**config.mk**
```make
export PLATFORM = sky130hd
export DESIGN_NAME = instr_encoder
export DESIGN_NICKNAME = d
export VERILOG_FILES = /design/src/rtl/instr_encoder.sv
export SDC_FILE = /design/constraint.sdc
export NUM_CORES = 1
export LEC_CHECK = 0
export ABC_AREA = 1
export BUFFER_PORTS_ARGS = -buffer_cell sky130_fd_sc_hd__buf_2
export CAP_MARGIN = 20
export CORE_UTILIZATION = 54
export CTS_CLUSTER_DIAMETER = 200
export DETAILED_ROUTE_END_ITERATION = 8
export PLACE_DENSITY = 0.78
export SYNTH_ARGS = -nofsm -noshare
export SYNTH_HDL_FRONTEND = slang
export SYNTH_SLANG_ARGS = --single-unit
```
**constraint.sdc**
```tcl
create_clock -name clk -period 2.2 [get_ports clk]
set_input_delay 0.44 -clock clk [delete_from_list [all_inputs] [get_ports clk]]
set_output_delay 0.44 -clock clk [all_outputs]
set_load 0.005 [all_outputs]
```
**src/rtl/instr_encoder.sv**
```systemverilog
// -----------------------------------------------------------------------------
// instr_encoder
//
// Encodes an RV32I mnemonic request (op_sel plus register and immediate fields)
// into a 32-bit machine word. Each word is tagged with a byte address that
// starts at BASE_ADDR after reset and advances by 4 for each emitted word.
// The output side is a one-entry register with a valid/ready handshake.
//
// Ports
//   clk        in   sole clock, rising edge
//   rst        in   synchronous active-high reset
//   in_valid   in   request present
//   in_ready   out  request accepted this cycle (!out_valid || out_ready)
//   op_sel     in   [5:0]  mnemonic index 0..36 (add .. auipc)
//   rd/rs1/rs2 in   [4:0]  register fields
//   imm        in   [31:0] immediate in byte units
//   out_valid  out  out_instr/out_addr hold a word
//   out_ready  in   consumer takes the word
//   out_instr  out  [31:0] machine word
//   out_addr   out  [31:0] byte address of out_instr
//   err_pulse  out  one-cycle flag after a rejected request
//   err_sticky out  latched error flag, cleared only by reset
//
// Build option
//   ENC_RANGE_CHECK_EN : when defined, requests whose immediate does not fit
//   the instruction format are rejected like an unknown op_sel. When not
//   defined, immediates are silently truncated into the format.
// -----------------------------------------------------------------------------
module instr_encoder #(
  parameter logic [31:0] BASE_ADDR = 32'h0000_0000
) (
  input  logic        clk,
  input  logic        rst,
  input  logic        in_valid,
  output logic        in_ready,
  input  logic [5:0]  op_sel,
  input  logic [4:0]  rd,
  input  logic [4:0]  rs1,
  input  logic [4:0]  rs2,
  input  logic [31:0] imm,
  output logic        out_valid,
  input  logic        out_ready,
  output logic [31:0] out_instr,
  output logic [31:0] out_addr,
  output logic        err_pulse,
  output logic        err_sticky
);

  localparam logic [6:0] OPC_R      = 7'b0110011;
  localparam logic [6:0] OPC_I      = 7'b0010011;
  localparam logic [6:0] OPC_LOAD   = 7'b0000011;
  localparam logic [6:0] OPC_STORE  = 7'b0100011;
  localparam logic [6:0] OPC_BRANCH = 7'b1100011;
  localparam logic [6:0] OPC_JAL    = 7'b1101111;
  localparam logic [6:0] OPC_JALR   = 7'b1100111;
  localparam logic [6:0] OPC_LUI    = 7'b0110111;
  localparam logic [6:0] OPC_AUIPC  = 7'b0010111;

  localparam logic [6:0] F7_ALT = 7'h20;
  localparam logic [6:0] F7_STD = 7'h00;

  typedef enum logic {
    EMPTY = 1'b0,
    FULL  = 1'b1
  } state_t;

  state_t      state_r;
  state_t      state_next_s;
  logic [31:0] next_addr_r;
  logic        accept_s;
  logic        legal_s;
  logic        load_s;
  logic        out_xfer_s;
  logic [31:0] enc_word_s;

  // Map a request onto its RV32I machine word; unknown op_sel yields zero.
  function automatic logic [31:0] encode(
    input logic [5:0]  op,
    input logic [4:0]  f_rd,
    input logic [4:0]  f_rs1,
    input logic [4:0]  f_rs2,
    input logic [31:0] f_imm
  );
    logic [31:0] w;
    w = 32'h0000_0000;
    case (op)
      6'd0:  w = {F7_STD, f_rs2, f_rs1, 3'd0, f_rd, OPC_R};  // add
      6'd1:  w = {F7_ALT, f_rs2, f_rs1, 3'd0, f_rd, OPC_R};  // sub
      6'd2:  w = {F7_STD, f_rs2, f_rs1, 3'd4, f_rd, OPC_R};  // xor
      6'd3:  w = {F7_STD, f_rs2, f_rs1, 3'd6, f_rd, OPC_R};  // or
      6'd4:  w = {F7_STD, f_rs2, f_rs1, 3'd7, f_rd, OPC_R};  // and
      6'd5:  w = {F7_STD, f_rs2, f_rs1, 3'd1, f_rd, OPC_R};  // sll
      6'd6:  w = {F7_STD, f_rs2, f_rs1, 3'd5, f_rd, OPC_R};  // srl
      6'd7:  w = {F7_ALT, f_rs2, f_rs1, 3'd5, f_rd, OPC_R};  // sra
      6'd8:  w = {F7_STD, f_rs2, f_rs1, 3'd2, f_rd, OPC_R};  // slt
      6'd9:  w = {F7_STD, f_rs2, f_rs1, 3'd3, f_rd, OPC_R};  // sltu
      6'd10: w = {f_imm[11:0], f_rs1, 3'd0, f_rd, OPC_I};    // addi
      6'd11: w = {f_imm[11:0], f_rs1, 3'd4, f_rd, OPC_I};    // xori
      6'd12: w = {f_imm[11:0], f_rs1, 3'd6, f_rd, OPC_I};    // ori
      6'd13: w = {f_imm[11:0], f_rs1, 3'd7, f_rd, OPC_I};    // andi
      6'd14: w = {F7_STD, f_imm[4:0], f_rs1, 3'd1, f_rd, OPC_I};  // slli
      6'd15: w = {F7_STD, f_imm[4:0], f_rs1, 3'd5, f_rd, OPC_I};  // srli
      6'd16: w = {F7_ALT, f_imm[4:0], f_rs1, 3'd5, f_rd, OPC_I};  // srai
      6'd17: w = {f_imm[11:0], f_rs1, 3'd2, f_rd, OPC_I};    // slti
      6'd18: w = {f_imm[11:0], f_rs1, 3'd3, f_rd, OPC_I};    // sltiu
      6'd19: w = {f_imm[11:0], f_rs1, 3'd0, f_rd, OPC_LOAD}; // lb
      6'd20: w = {f_imm[11:0], f_rs1, 3'd1, f_rd, OPC_LOAD}; // lh
      6'd21: w = {f_imm[11:0], f_rs1, 3'd2, f_rd, OPC_LOAD}; // lw
      6'd22: w = {f_imm[11:0], f_rs1, 3'd4, f_rd, OPC_LOAD}; // lbu
      6'd23: w = {f_imm[11:0], f_rs1, 3'd5, f_rd, OPC_LOAD}; // lhu
      6'd24: w = {f_imm[11:5], f_rs2, f_rs1, 3'd0, f_imm[4:0], OPC_STORE};  // sb
      6'd25: w = {f_imm[11:5], f_rs2, f_rs1, 3'd1, f_imm[4:0], OPC_STORE};  // sh
      6'd26: w = {f_imm[11:5], f_rs2, f_rs1, 3'd2, f_imm[4:0], OPC_STORE};  // sw
      6'd27: w = {f_imm[12], f_imm[10:5], f_rs2, f_rs1, 3'd0, f_imm[4:1], f_imm[11], OPC_BRANCH};
      6'd28: w = {f_imm[12], f_imm[10:5], f_rs2, f_rs1, 3'd1, f_imm[4:1], f_imm[11], OPC_BRANCH};
      6'd29: w = {f_imm[12], f_imm[10:5], f_rs2, f_rs1, 3'd4, f_imm[4:1], f_imm[11], OPC_BRANCH};
      6'd30: w = {f_imm[12], f_imm[10:5], f_rs2, f_rs1, 3'd5, f_imm[4:1], f_imm[11], OPC_BRANCH};
      6'd31: w = {f_imm[12], f_imm[10:5], f_rs2, f_rs1, 3'd6, f_imm[4:1], f_imm[11], OPC_BRANCH};
      6'd32: w = {f_imm[12], f_imm[10:5], f_rs2, f_rs1, 3'd7, f_imm[4:1], f_imm[11], OPC_BRANCH};
      6'd33: w = {f_imm[20], f_imm[10:1], f_imm[11], f_imm[19:12], f_rd, OPC_JAL};
      6'd34: w = {f_imm[11:0], f_rs1, 3'd0, f_rd, OPC_JALR};
      6'd35: w = {f_imm[31:12], f_rd, OPC_LUI};
      6'd36: w = {f_imm[31:12], f_rd, OPC_AUIPC};
      default: w = 32'h0000_0000;
    endcase
    return w;
  endfunction

`ifdef ENC_RANGE_CHECK_EN
  // True when the immediate fits the format selected by op without loss.
  function automatic logic imm_fits(input logic [5:0] op, input logic [31:0] f_imm);
    logic ok;
    logic signed [31:0] s;
    s  = $signed(f_imm);
    ok = 1'b1;
    if ((op >= 6'd10 && op <= 6'd13) || (op >= 6'd17 && op <= 6'd26) || (op == 6'd34)) begin
      ok = (s >= -32'sd2048) && (s <= 32'sd2047);
    end else if (op >= 6'd14 && op <= 6'd16) begin
      ok = (f_imm[31:5] == 27'd0);
    end else if (op >= 6'd27 && op <= 6'd32) begin
      ok = (s >= -32'sd4096) && (s <= 32'sd4094) && (f_imm[0] == 1'b0);
    end else if (op == 6'd33) begin
      ok = (s >= -32'sd1048576) && (s <= 32'sd1048574) && (f_imm[0] == 1'b0);
    end else if (op == 6'd35 || op == 6'd36) begin
      ok = (f_imm[11:0] == 12'd0);
    end else begin
      ok = 1'b1;  // R-type has no immediate
    end
    return ok;
  endfunction
`endif

  // Handshake and legality decode.
  always_comb begin
    out_valid  = (state_r == FULL) && !rst;
    in_ready   = !rst && (!out_valid || out_ready);
    accept_s   = in_valid && in_ready;
    out_xfer_s = out_valid && out_ready;
`ifdef ENC_RANGE_CHECK_EN
    legal_s    = (op_sel <= 6'd36) && imm_fits(op_sel, imm);
`else
    legal_s    = (op_sel <= 6'd36);
`endif
    load_s     = accept_s && legal_s;
    enc_word_s = encode(op_sel, rd, rs1, rs2, imm);
  end

  // Control state register.
  always_ff @(posedge clk) begin
    if (rst) begin
      state_r <= EMPTY;
    end else begin
      state_r <= state_next_s;
    end
  end

  // Next-state logic: a legal accept fills, a transfer without refill drains.
  always_comb begin
    state_next_s = state_r;
    case (state_r)
      EMPTY: begin
        if (load_s) begin
          state_next_s = FULL;
        end else begin
          state_next_s = EMPTY;
        end
      end
      FULL: begin
        if (out_xfer_s && !load_s) begin
          state_next_s = EMPTY;
        end else begin
          state_next_s = FULL;
        end
      end
      default: state_next_s = EMPTY;
    endcase
  end

  // Output word, address counter and error flags. The address counter moves
  // when a word is loaded; every loaded word is later transferred (reset also
  // rewinds the counter), so this equals advancing once per output transfer.
  always_ff @(posedge clk) begin
    if (rst) begin
      out_instr   <= 32'h0000_0000;
      out_addr    <= BASE_ADDR;
      next_addr_r <= BASE_ADDR;
      err_pulse   <= 1'b0;
      err_sticky  <= 1'b0;
    end else begin
      if (load_s) begin
        out_instr   <= enc_word_s;
        out_addr    <= next_addr_r;
        next_addr_r <= next_addr_r + 32'd4;
      end else begin
        out_instr   <= out_instr;
        out_addr    <= out_addr;
        next_addr_r <= next_addr_r;
      end
      err_pulse <= accept_s && !legal_s;
      if (accept_s && !legal_s) begin
        err_sticky <= 1'b1;
      end else begin
        err_sticky <= err_sticky;
      end
    end
  end

endmodule

```
==> flow_metrics.env, run 1 <==
export IMPL_tightest_slew_ps=583
export IMPL_min_period_ps=1880
export IMPL_dr_total_vias=10900
export IMPL_drc_errors=0
export IMPL_finalClockSkew_ps=9.38
export IMPL_drv_slew=0
export IMPL_p_int_w=0.00283
export IMPL_wl_met1_mm=11.4
export IMPL_fin_crit_sh_pct=85.4
export IMPL_cp_data_arrival_time_ps=2090
export IMPL_r2r_start="next_addr_r[2]"
export IMPL_worstPathRequired_ps=2410
export IMPL_drive_gt1_share_pct=14.0
export IMPL_p_switching_w=0.00135
export IMPL_cts_resized=0
export IMPL_synth_top_family_by_area="simple AND/OR/NAND/NOR gates"
export IMPL_path_cells="ha_1 > nand3_1 > nor4_1 > nand2_1 > xor2_1 > nand2_1 > a21oi_1"
export IMPL_dpl_hpwl_mm=20.1
export IMPL_diodes=0
export IMPL_ir_drop_uv=648
export IMPL_cts_tree="done"
export IMPL_cp_start_kind="register"
export IMPL_maxCapViolations=0
export IMPL_cts_root_buf="clkbuf_16"
export IMPL_finalPower_w=0.00418
export IMPL_yosys_warnings=0
export IMPL_synth_compound_area_share_pct=13.9
export IMPL_clock_latency_ps=350
export IMPL_cts_hold_buf=0
export IMPL_grt_pass1_wl_mm=44.5
export IMPL_muxShareOfSynthArea_pct=0
export IMPL_path_buf_inv=0
export IMPL_hold_path_class="primary input to register"
export IMPL_synth_simple_gate_area_share_pct=52.5
export IMPL_p_sw_share_pct=32.3
export IMPL_first_pass_iters=5
export IMPL_fin_nets=1756
export IMPL_area_growth_pct=15.1
export IMPL_cpLargestDelayFamily="simple AND/OR/NAND/NOR gates"
export IMPL_wl_met3_mm=2.60
export IMPL_path_clk_slew_ps=70
export IMPL_topRoutingLayerUsed="met4"
export IMPL_pwr_share_comb_pct=21.3
export IMPL_crit_path_end_kind="register"
export IMPL_ys_ff_latch=94
export IMPL_rsz0062_at_grt="false"
export IMPL_io_buffers=122
export IMPL_powerDensity_nw_per_um2=421
export IMPL_routed_via_density=5.71
export IMPL_synthXorXnorAreaFrac_pct=0.913
export IMPL_synth_fa_ha_area_share_pct=0.145
export IMPL_num_rows=45
export IMPL_grt_usage_pct=33.4
export IMPL_cts_buffer_depth=2
export IMPL_crit_type="register to register"
export IMPL_clock_sinks=94
export IMPL_slowest_stage="nor4_1"
export IMPL_fmax_ghz=0.532
export IMPL_antenna_found_initial=0
export IMPL_ys_seq_area_share_pct=21.8
export IMPL_postRouteAntennaNets=0
export IMPL_grt_pass1_vias=9110
export IMPL_status="finished clean"
export IMPL_dr_first_iter_drc_count=1088
export IMPL_leakagePower_nw=4.94
export IMPL_routabilityCongestion=0.998
export IMPL_netlist_area_um2=8630
export IMPL_hold_violations=0
export IMPL_pwr_share_clk_pct=36.2
export IMPL_final_common_cell="nand2_1"
export IMPL_drt_wl_total_mm=28.3
export IMPL_slew_headroom_pct=61.0
export IMPL_grt_max_degree=63
export IMPL_timing_setup_tns_ps=0
export IMPL_worst_path_most_repeated_cell="nand2_1"
export IMPL_core_um2=15400
export IMPL_worstHoldStart="out_ready"
export IMPL_synth_cells=1616
export IMPL_syn_avg_cell_area_um2=5.34
export IMPL_ys_types=33
export IMPL_start_util_pct=55.9
export IMPL_post_cts_setup_buffer_count=0
export IMPL_power_frac_seq_pct=42.6
export IMPL_cp_max_fo=5
export IMPL_ctsHtreeMaxLevel=3
export IMPL_die_h_um=128
export IMPL_cts_buffers=9
export IMPL_overflow=0
export IMPL_dr_wl_met2_mm=13.4
export IMPL_io_pins=125
export IMPL_cp_slowest_stage_delay_ps=440
export IMPL_setup_violations=0
export IMPL_die_area_um2=16500
export IMPL_worstSetupStartpoint="next_addr_r[2]"
export IMPL_wire_per_inst_um=14.8
export IMPL_die_w_um=128
export IMPL_final_cell_mix="483 x nand2_1, 264 x nand3_1, 227 x nor2_1"
## sequential cells by signal (all words and copies together), names as in the netlist
name	count
err_sticky	1
state_r	1
next_addr_r	30
err_pulse	1
out_addr	30
out_instr	31
## cells in the mapped netlist, drive strengths merged
| cell type | instances | area, µm² |
|---|---|---|
| a21boi | 4 | 30.0 |
| a21oi | 137 | 686 |
| a22oi | 1 | 7.51 |
| a31oi | 8 | 50.1 |
| and2 | 1 | 6.26 |
| buf | 75 | 389 |
| clkbuf | 46 | 173 |
| clkinv | 5 | 18.8 |
| conb | 1 | 3.75 |
| dfxtp | 94 | 1880 |
| ha | 1 | 12.5 |
| inv | 91 | 342 |
| nand2 | 487 | 1840 |
| nand3 | 265 | 1330 |
| nand4 | 42 | 269 |
| nor2 | 247 | 987 |
| nor3 | 14 | 70.1 |
| nor3b | 3 | 22.5 |
| nor4 | 1 | 6.26 |
| o211ai | 1 | 7.51 |
| o21a | 2 | 15.0 |
| o21ai | 81 | 405 |
| xor2 | 9 | 78.8 |
## final timing paths
path / to / slack, ps / cells past startpoint
setup / recovery: next_addr_r[30] / 320 / 7
hold / removal: state_r / 340 / 4
setup reg to reg: next_addr_r[30] / 320 / 7
hold reg to reg: out_instr[16] / 460 / 2
## per-stage QoR
step | util [%] | cells | cell area, µm² | setup slack [ps] | hold WS, ps
after floorplan | - | 1617 | 8630 | 387 | 443
after global placement | 62.5 | 1898 | 9640 | 80.8 | 445
after detailed placement | 62.5 | 1898 | 9640 | 47.7 | 454
after CTS | 64.4 | 1914 | 9930 | 333 | 330
after global routing | 64.4 | 1914 | 9930 | 102 | 349
final | 64.4 | 1914 | 9930 | 320 | 340
## metal layers
layer  up-vias  track usage, %
met4         0            15.4
met3        68            4.12
met1      4859            43.3
met2       561            55.4
met5         -               0
li1       5443               -
## area by class of cell
cell class	count	area [µm²]
Tap cell	211	264
Timing Repair Buffer	191	1290
Clock inverter	7	68.8
Clock buffer	9	225
Fill cell	1546	5500
Multi-Input combinational cell	1306	5840
Inverter	96	360
Sequential cell	94	1880
## worst reg2reg max path, stage by stage, from the launching register on
cell and delay, ps:
dfxtp_1 400, ha_1 280, nand3_1 170, nor4_1 440, nand2_1 170, xor2_1 170, nand2_1 60, a21oi_1 50
## cells by family (layout without fill, tap and decap cells)
logic type	count (synthesis)	in the layout
adder cells (fa/ha/maj)	1	1
XOR/XNOR	9	9
AO/OA/AOI/OAI	234	234
AND/OR/NAND/NOR	1060	1060
buffers and inverters	217	303
flip-flops	94	94
other	1	2
## power groups by stage
stage | Sequential [W] | Combinational, W | Clock, W
finish | 0.00178 | 0.000891 | 0.00151
detailed placement | 0.00182 | 0.000865 | 0
global route | 0.00179 | 0.000975 | 0.00160
CTS | 0.00178 | 0.000869 | 0.00153
floorplan | 0.00182 | 0.000541 | 0
global placement | 0.00182 | 0.000851 | 0
Power figures use the tool's default switching activity.
==> inputs of run 2 (changes only) <==
==> constraint.sdc (replaced) <==
create_clock -name clk -period 1.8 [get_ports clk]
set_input_delay 0.36 -clock clk [delete_from_list [all_inputs] [get_ports clk]]
set_output_delay 0.36 -clock clk [all_outputs]
set_load 0.005 [all_outputs]
==> run 2 against run 1 <==
Flip-flop and latch count unchanged. Largest cell class unchanged. Utilization up 4.6 points. Clock power grew 37%. Cell count grew 3.6%.
==> flow_metrics.env, run 2 (synthesized netlist as in run 1, its figures left out) <==
export IMPL_fillerInstances=1441
export IMPL_maxCapViolations=0
export IMPL_drv_slew=0
export IMPL_worst_slack_ps=109
export IMPL_start_util_pct=55.9
export IMPL_pwr_share_clk_pct=38.2
export IMPL_dr_total_vias=11200
export IMPL_cts_tree="done"
export IMPL_timing_setup_tns_ps=0
export IMPL_die_h_um=128
export IMPL_hold_slack_ps=274
export IMPL_top_register="out_instr"
export IMPL_first_pass_iters=7
export IMPL_diodes=0
export IMPL_antenna_found_initial=0
export IMPL_routed_via_density=5.62
export IMPL_cts_buffers=9
export IMPL_pre_cts_ws_ps=-313
export IMPL_cts_hold_buf=0
export IMPL_final_cell_mix="477 x nand2_1, 264 x nand3_1, 220 x nor2_1"
export IMPL_die_w_um=128
export IMPL_die_area_um2=16500
export IMPL_drc_errors=0
export IMPL_placed_cell_area_um2=10200
export IMPL_hold_path_endpoint="state_r"
export IMPL_path_clk_slew_ps=70
export IMPL_cp_max_fo=3
export IMPL_ctsHtreeMaxLevel=3
export IMPL_grt_pass1_vias=9596
export IMPL_clock_latency_ps=350
export IMPL_timing_rr_end="next_addr_r[27]"
export IMPL_worstPathRequired_ps=2030
export IMPL_slew_headroom_pct=60.9
export IMPL_ir_drop_uv=513
export IMPL_largest_reg_flops=31
export IMPL_hold_path_depth=4
export IMPL_p_switching_w=0.00165
export IMPL_finalClockSkew_ps=7.95
export IMPL_seq_area_um2=1880
export IMPL_wire_per_inst_um=14.7
export IMPL_fin_crit_sh_pct=93.9
export IMPL_crit_type="register to register"
export IMPL_min_period_ps=1690
export IMPL_num_rows=45
export IMPL_grt_pass1_wl_mm=46.3
export IMPL_power_frac_seq_pct=40.0
export IMPL_fin_nets=1826
export IMPL_reg_largest_list="out_instr: 31 flops, next_addr_r: 30 flops, out_addr: 30 flops"
export IMPL_grt_usage_pct=34.8
export IMPL_drive_gt1_share_pct=18.3
export IMPL_cts_buffer_depth=2
export IMPL_routabilityCongestion=0.992
export IMPL_tightest_slew_ps=585
export IMPL_dr_first_iter_drc_count=1180
export IMPL_worstHoldStart="out_ready"
export IMPL_p_int_w=0.00379
export IMPL_multi_input_area_um2=5900
export IMPL_setup_violations=0
export IMPL_overflow=0
export IMPL_postRouteAntennaNets=0
export IMPL_hold_violations=0
export IMPL_status="finished clean"
export IMPL_crit_path_end_kind="register"
export IMPL_p_sw_share_pct=30.3
export IMPL_io_buffers=122
export IMPL_final_area_um2=10600
export IMPL_pwr_share_comb_pct=21.8
export IMPL_core_um2=15400
export IMPL_reg2reg_depth=11
export IMPL_hold_path_class="primary input to register"
export IMPL_r2r_start="next_addr_r[10]"
export IMPL_area_growth_pct=23.2
export IMPL_io_pins=125
export IMPL_drt_wl_total_mm=29.1
export IMPL_dpl_hpwl_mm=21.1
export IMPL_cts_root_buf="clkbuf_16"
export IMPL_cp_start_kind="register"
export IMPL_clock_sinks=94
export IMPL_ff2ff_setup_slack_ps=110
export IMPL_fmax_ghz=0.591
export IMPL_powerDensity_nw_per_um2=511
export IMPL_grt_max_degree=60
export IMPL_final_common_cell="nand2_1"
export IMPL_leakagePower_nw=5.32
export IMPL_cp_data_arrival_time_ps=1920
## run 2: cell count changes in the layout (fill, tap and decap cells not counted), sizes merged
cell and delta:
buf +70, clkinv -3, clkinvlp +1, bufinv +2, inv -1
## run 2: power groups by stage
stage	Sequential, W	Combinational (W)	Clock, W
2_1_floorplan	0.00223	0.000661	0
3_3_place_gp	0.00222	0.00112	0
3_5_place_dp	0.00222	0.00114	0
4_1_cts	0.00218	0.00114	0.00207
5_1_grt	0.00218	0.00129	0.00219
6_report	0.00218	0.00119	0.00207
## run 2: how the worst max path moves through the flow
stage | slack, ps | from | depth (start not counted) | endpoint
2_1_floorplan | 70 | op_sel[0] | 11 | next_addr_r[18]
3_3_place_gp | -210 | op_sel[0] | 13 | out_instr[23]
3_5_place_dp | -310 | op_sel[1] | 11 | out_instr[15]
4_1_cts | 20 | next_addr_r[2] | 8 | next_addr_r[30]
5_1_grt | -30 | next_addr_r[2] | 8 | next_addr_r[30]
6_report | 110 | next_addr_r[10] | 11 | next_addr_r[27]
## run 2: critical path: stages, from the launching register on
cell	delay, ps
dfxtp_1	370
nand2_1	120
inv_1	110
nand2_1	60
nor2_1	160
nand2_1	100
inv_1	80
nand2_1	70
nor2_1	150
nand2_1	100
o21ai_0	190
a21oi_1	70
## run 2: what timing repair did
| action | in CTS | in global routing |
|---|---|---|
| buffers inserted | 0 | 2 |
| endpoints found under the setup margin | 0 | 37 |
| endpoints found under the hold margin | 0 | 0 |
| gates resized for setup | 0 | 25 |
## run 2: metrics by stage
step	utilization (%)	instances	power (W)
after CTS	68.4	1981	0.00539
after global routing	68.9	1983	0.00566
after detailed placement	66.4	1966	0.00336
after floorplan	-	1617	0.00289
final	68.9	1983	0.00544
after global placement	66.4	1966	0.00334
## run 2: metal layers
| metal | part of all wire [%] | global-route usage (%) | vias to the layer above |
|---|---|---|---|
| li1 | - | - | 5584 |
| met1 | 41 | 44.6 | 4978 |
| met2 | 47 | 58.3 | 508 |
| met3 | 8.8 | 4.32 | 81 |
| met4 | 3.5 | 16.0 | 0 |
| met5 | 0 | 0 | - |
## run 2: cell type report
cell class | instances | share of cell area [%]
well taps | 211 | 2.48
repair buffers | 261 | 17.9
multi-input cells | 1306 | 55.4
inverters | 96 | 3.41
clock buffers | 9 | 2.12
clock inverters | 6 | 0.894
flip-flops and latches | 94 | 17.7
